--- src/rtl/reg_file.sv ---
// ============================================================================
//  Module   : reg_file
//  Purpose  : 32x32 register file, two async read ports, one sync write port,
//             with written-since-reset bitmap and committed-write counter.
//  Option   : REG_FILE_BYPASS_EN enables same-cycle write-through on reads.
//  Revision : 1.0
// ============================================================================
`default_nettype none

module reg_file #(
   parameter int DATA_W = 32,
   parameter int ADDR_W = 5,
   parameter int CNT_W  = 16
) (
   input  logic              clk,
   input  logic              rst_n,
   input  logic [ADDR_W-1:0] readReg1,
   input  logic [ADDR_W-1:0] readReg2,
   input  logic              RegWrite,
   input  logic [ADDR_W-1:0] writeReg,
   input  logic [DATA_W-1:0] writeData,
   output logic [DATA_W-1:0] readData1,
   output logic [DATA_W-1:0] readData2,
   output logic              written1,
   output logic              written2,
   output logic [CNT_W-1:0]  writeCount
);

   localparam int DEPTH = 2**ADDR_W;

   logic [DATA_W-1:0] regs_q [DEPTH];
   logic [DEPTH-1:0]  written_q;
   logic [DEPTH-1:0]  written_d;
   logic [CNT_W-1:0]  count_q;
   logic [CNT_W-1:0]  count_d;
   logic              w_commit;

   // Written as a pure AND so an X address/data with RegWrite=0 stays inert.
   assign w_commit = RegWrite && (writeReg != '0);

   always_comb begin
      written_d = written_q;
      count_d   = count_q;
      if (w_commit) begin
         written_d[writeReg] = 1'b1;
         count_d             = count_q + CNT_W'(1);
      end
   end

   always_ff @(posedge clk or negedge rst_n) begin
      if (!rst_n) begin
         for (int i = 0; i < DEPTH; i++) begin
            regs_q[i] <= '0;
         end
         written_q <= '0;
         count_q   <= '0;
      end else begin
         if (w_commit) begin
            regs_q[writeReg] <= writeData;
         end
         written_q <= written_d;
         count_q   <= count_d;
      end
   end

   generate
      for (genvar p = 0; p < 2; p++) begin : g_port
         logic [ADDR_W-1:0] raddr;
         logic [DATA_W-1:0] rdata;
         logic              rwritten;

         assign raddr = (p == 0) ? readReg1 : readReg2;

         always_comb begin
            rdata    = '0;
            rwritten = 1'b0;
            if (raddr != '0) begin
               rdata    = regs_q[raddr];
               rwritten = written_q[raddr];
`ifdef REG_FILE_BYPASS_EN
               if (w_commit && (writeReg == raddr)) begin
                  rdata    = writeData;
                  rwritten = 1'b1;
               end
`endif
            end
         end
      end
   endgenerate

   assign readData1  = g_port[0].rdata;
   assign readData2  = g_port[1].rdata;
   assign written1   = g_port[0].rwritten;
   assign written2   = g_port[1].rwritten;
   assign writeCount = count_q;

endmodule

`default_nettype wire

--- config.mk ---
export PLATFORM = sky130hd
export DESIGN_NAME = reg_file
export DESIGN_NICKNAME = d
export VERILOG_FILES = /design/src/rtl/reg_file.sv
export SDC_FILE = /design/constraint.sdc
export NUM_CORES = 2
export LEC_CHECK = 0
export ABC_AREA = 1
export BUFFER_PORTS_ARGS = -buffer_cell sky130_fd_sc_hd__buf_4
export CAP_MARGIN = 20
export CORE_MARGIN = 4
export CORE_UTILIZATION = 50
export CTS_CLUSTER_SIZE = 10
export DETAILED_ROUTE_END_ITERATION = 6
export GPL_ROUTABILITY_DRIVEN = 0
export PLACE_DENSITY = 0.68
export SYNTH_ARGS = -nofsm -noshare
export SYNTH_HDL_FRONTEND = slang
export SYNTH_SLANG_ARGS = --single-unit
--- constraint.sdc ---
create_clock -name clk -period 1.65 [get_ports clk]
set_input_delay 0.0825 -clock clk [delete_from_list [all_inputs] [get_ports clk]]
set_output_delay 0.0825 -clock clk [all_outputs]
set_load 0.01 [all_outputs]
# ---- Word-level counts from Yosys, hierarchy flattened
# Cells that the tools add are included.
dict set report word_totals {
  reg_bits 1072
  input_bits 50
  out_inout_bits 82
  elab_cells 72
}
dict set report classes {
  add_sub_neg 1
  order_cmp 8
  muxes 19
  n_bitwise 4
  n_reduce_logical 6
}
# cell count
set op_table {}
lappend op_table {{bitwise mux 1024 bit} 1}
lappend op_table {{binary-select mux 32 bit (select 5 bit)} 2}
lappend op_table {{2-to-1 mux 32 bit} 7}
lappend op_table {{demux 32 bit (select 5 bit)} 1}
lappend op_table {{OR 32 bit} 1}
lappend op_table {{>= comparator 6 bit (second input constant)} 3}
lappend op_table {{less-than comparator 5 x 6 -> 1 bit (second input constant)} 3}
lappend op_table {{NOT 5 -> 6 bit} 3}
lappend op_table {{adder 16 x 1 -> 16 bit (second input constant)} 1}
lappend op_table {{nonzero test 5 bit} 3}
lappend op_table {{binary-select mux 1 bit (select 5 bit)} 2}
lappend op_table {{less-than comparator 6 x 1 -> 1 bit (second input constant)} 1}
lappend op_table {{demux 1 bit (select 5 bit)} 1}
lappend op_table {{>= comparator 5 x 1 -> 1 bit (second input constant)} 1}
lappend op_table {{2-to-1 mux 1 bit} 5}
lappend op_table {{logical AND 1 bit} 3}

# ---- Longest topological paths before layout
dict set report depth {
  ltp_word 6
  depth_mapped 12
  depth_no_buf 9
}

# ---- Worst setup path before layout
# OpenSTA, ideal clock, no wires.
dict set report synth_timing {
  kind {register to register}
  from {register count_q[1], in the netlist writeCount[1]}
  to {register count_q[10], in the netlist writeCount[10]}
  setup_time_ns 0.123
  t_arrival_ns 1.280
  t_required_ns 1.527
  slack_ns 0.247
  stages_incl_launch_ff 6
  n_path_buf 0
  synth_period_minus_slack_ns 1.403
  path_cell_list {dfrtp_1 > ha_1 > nand4_1 > nor2_1 > nand3_1 > xor2_1}
}
dict set report synth_between {
  elab_chain_cells 1
}
# element line
set synth_lines {}
lappend synth_lines {{from (decl)} 34} ;# logic [CNT_W-1:0] count_q;
lappend synth_lines {{from (signal assigned)} 62} ;# count_q <= count_d;
lappend synth_lines {{adder 16 x 1 -> 16 bit} 46} ;# count_d = count_q + CNT_W'(1);
# No other way between the ends.
# A chain may end at the register's enable or synchronous reset.

# ---- Worst setup path in the final report
dict set report layout_timing {
  from {register regs_q[577] in the netlist's numbering}
  to {output port readData2[1]}
}
dict set report layout_between {
  elab_chain_cells 4
}
# element line
set layout_lines {}
lappend layout_lines {{from (decl)} 31} ;# logic [DATA_W-1:0] regs_q [DEPTH];
lappend layout_lines {{from (signal, indexed assignment)} 59} ;# regs_q[writeReg] <= writeData;
lappend layout_lines {{binary-select mux 32 bit (select 5 bit)} 78} ;# rdata = regs_q[raddr];
lappend layout_lines {{2-to-1 mux 32 bit (not written as such) (2 in a row)} 78}
lappend layout_lines {{2-to-1 mux 32 bit} 77} ;# if (raddr != '0) begin
lappend layout_lines {{to (decl)} 23} ;# output logic [DATA_W-1:0] readData2,
# No other way between the ends. The select of a mux whose other input is x is not followed.

==> metrics <==
Setup TNS Final -33.13 ns; nets@finish 8979; worst r2r dst writeCount[10]; final std cells w/o fill 10500; Clk pin slew, worst setup/hold paths 0.06 ns; worst slew pin tran 0.827 ns; CP Max Fanout 2; GR peak layer met2; placed insts between 10000 and 15000; most common cell in the netlist nand2_1; Area Overhead vs Synth 25.0%; clock skew after layout approximately 0.0074 ns; DR DRC count 9; Synth top cells by count nand2_1 (3659), nand3_1 (1424), o21ai_0 (1085); worst-skew pair later-pin latency 0.78 ns; peak supply drop 0.00103 V; Post-synth EDFFs 0; total of fill cells in the finished design 10200; synthesized area per cell just under 7 um^2; hold_sp writeReg[0]; Max Slew Vio Count 0; CP Cell Sequence nand2_1 > nand3_1 > nand2_1 > nand2_1 > nand2_1 > nor2_1 > nor2_1 > nor2_4 > buf_6 > buf_6; Worst Hold Path EP regs_q[569]; pwr dens ~1100 mW/mm^2; CTS max path bufs 3; cell mode on critical path nand2_1; largest net degree at the start of global routing 83; top-area cell type share of the netlist area 0.453; worst path bufs/invs 2; via count approximately 65000; CTS tree yes; min cycle time layout 2.38 ns; Total GRT Usage 0.385; Hold Path Depth 5; Die Footprint 0.124 mm^2; routing usage on met2 0.573; Mapped Nets 8711; first-pass GRT wire length 370000 um; die height roughly 350 um; drt initial violations 10000; grt ovf 0; Static Leakage 0.0357 uW; CP Launch Type flip-flop; run status finished with violations; Antenna Nets Post-Route 0; Crit Path Category flip-flop to output port; Slew headroom 0.447; Critical R2R Launch writeCount[1]; Reg2Reg Depth 5; Yosys cell types 24; Max Clk Rate 0.420 GHz; Data arrival, critical path 2.30 ns; synth warn 0; maxcap violations 0; setup slack, reg-to-reg around 0.14 ns; post-synthesis sequential area ratio 0.453; CP max-delay cell nor2_4; failing checks design-rule violations, negative setup slack; Pre-antenna DRT Iters 7; clk root buf clkbuf_16; met1 global-route usage 0.508; Mapped Cells roughly 8700; clock net sink count 1072; dpl cell area between 0.06 and 0.07 mm^2; largest area contributor in the netlist dfrtp_1; Post-Syn Area approximately 0.06 mm^2; setup repair after global routing missed its margin yes; FP Rows 126; part of the cycle the worst path needs 1.44; Req. time, crit path 1.57 ns; synth top area cells dfrtp_1 (45%), nand2_1 (23%), nand3_1 (12%); ys async rst share 1.00; final hold vios 0; multi-input logic area 0.0304 mm^2; crit-path max cell delay 0.39 ns; worst min path class primary input to flip-flop; final wirelength 248000 um; Setup crit end kind output port; sequential standard cell area 0.0268 mm^2; initial antenna violation count 2; H-tree Lvls 4; Design Area, Final between 0.07 and 0.08 mm^2; io pins ~130; Power Total between 80000 and 90000 uW; ys flop type dfrtp_1; final setup violation count 66; number of global-route vias before repair 60300; final setup margin -0.731 ns; vias per cell 6.13; CTS buffer count 133; number of synthesized register bits 1072; core area ~0.12 mm^2; GRT met3 Usage 0.111; Wirelength per Cell 23.6 um; I/O Buffers around 130; CP delay by family, top simple AND/OR/NAND/NOR gates; initial core utilization 0.503; width of the chip about 350 um; DP HPWL around 150000 um; fraction of layout cells with a size suffix above 1 0.168; pre-CTS setup slack -1.01 ns
-- cell usage in the layout, fill, tap and decap left out, types with 3 or more instances in the layout --
cell type and instances:
a21oi_1 96, a21oi_2 20, buf_12 232, buf_4 559, buf_6 92, buf_8 7, clkbuf_1 28, clkbuf_16 141
clkbuf_8 19, clkinv_2 3, clkinv_4 3, dfrtp_1 1071, dlygate4sd3_1 41, inv_1 110, inv_2 4, inv_6 8
inv_8 4, nand2_1 3509, nand2_2 117, nand2_4 33, nand3_1 1313, nand3_2 111, nand4_1 3, nor2_1 159
nor2_2 75, nor2_4 62, nor3_1 5, nor3_2 7, o21ai_0 1037, o21ai_1 96, o21ai_2 3, xnor2_1 5
xor2_1 7
-- worst max-delay path by stage --
stage / slack [ns] / cells after the start / end / start
final: -0.73 / 10 / readData2[1] / regs_q[577]
after global routing: -0.80 / 10 / readData2[1] / regs_q[33]
after CTS: -0.71 / 10 / readData2[1] / regs_q[129]
after detailed placement: -1.01 / 14 / readData2[1] / readReg2[0]
after global placement: -1.02 / 14 / readData2[1] / readReg2[0]
after floorplan: 0.25 / 5 / writeCount[10] / writeCount[1]
-- logic make-up (layout without fill, tap and decap cells) --
logic type,count (synthesis),count (layout),synth area share
adders and majority gates,1,1,0.000211
buffers and inverters,925,1258,0.0662
AOI/OAI and AO/OA,1253,1253,0.106
and+or+nand+nor,5397,5397,0.373
other,0,2,0
DFF,1072,1072,0.453
xor gates and xnor gates,12,12,0.00177
-- through the flow --
| step | util | hold slack, ns |
|---|---|---|
| floorplan | - | -0.213 |
| global placement | 0.565 | 0.00781 |
| detailed placement | 0.565 | 0.00276 |
| CTS | 0.614 | 0.0221 |
| global route | 0.628 | 0.0529 |
| finish | 0.628 | 0.0571 |
-- flip-flops by register name (all words and copies together), names as in the netlist --
register	count
regs_q	1024
writeCount	16
written_q	32
-- tightest hold or removal path, cell delays in order --
cell and delay, ns:
buf_4 0.12, nor2_2 0.06, buf_12 0.15, nand2_4 0.25, o21ai_0 0.12
-- metal layers --
| metal | up-vias | routed length (um) | share of wire |
|---|---|---|---|
| met5 | - | 0 | 0 |
| met4 | 0 | 15900 | 0.064 |
| met3 | 1041 | 34500 | 0.14 |
| met2 | 4712 | 105000 | 0.42 |
| met1 | 30200 | 92500 | 0.37 |
| li1 | 28600 | - | - |
-- layout make-up --
class / instances / area share
multi-input combinational: 6663 / 0.410
tap: 1536 / 0.0259
inverter: 124 / 0.00697
antenna: 2 / 0.0000675
clock buffer: 186 / 0.0519
timing repair buffer: 934 / 0.141
sequential: 1072 / 0.362
clock inverter: 14 / 0.00219
-- power by group --
group	internal, uW	leakage, uW	switching, uW
clock network	16200	0.00196	11700
registers	31000	0.0138	3940
logic	7890	0.0199	10700
-- what timing repair did --
item | in CTS | in global routing
endpoints found under the hold margin | 2071 | 0
endpoints found under the setup margin | 66 | 96
cloned | 0 | 2
hold buffers | 42 | 0
gates resized for setup | 304 | 297
pin swaps | 290 | 333
setup buffers | 68 | 87
(Power assumes the default switching activity.)
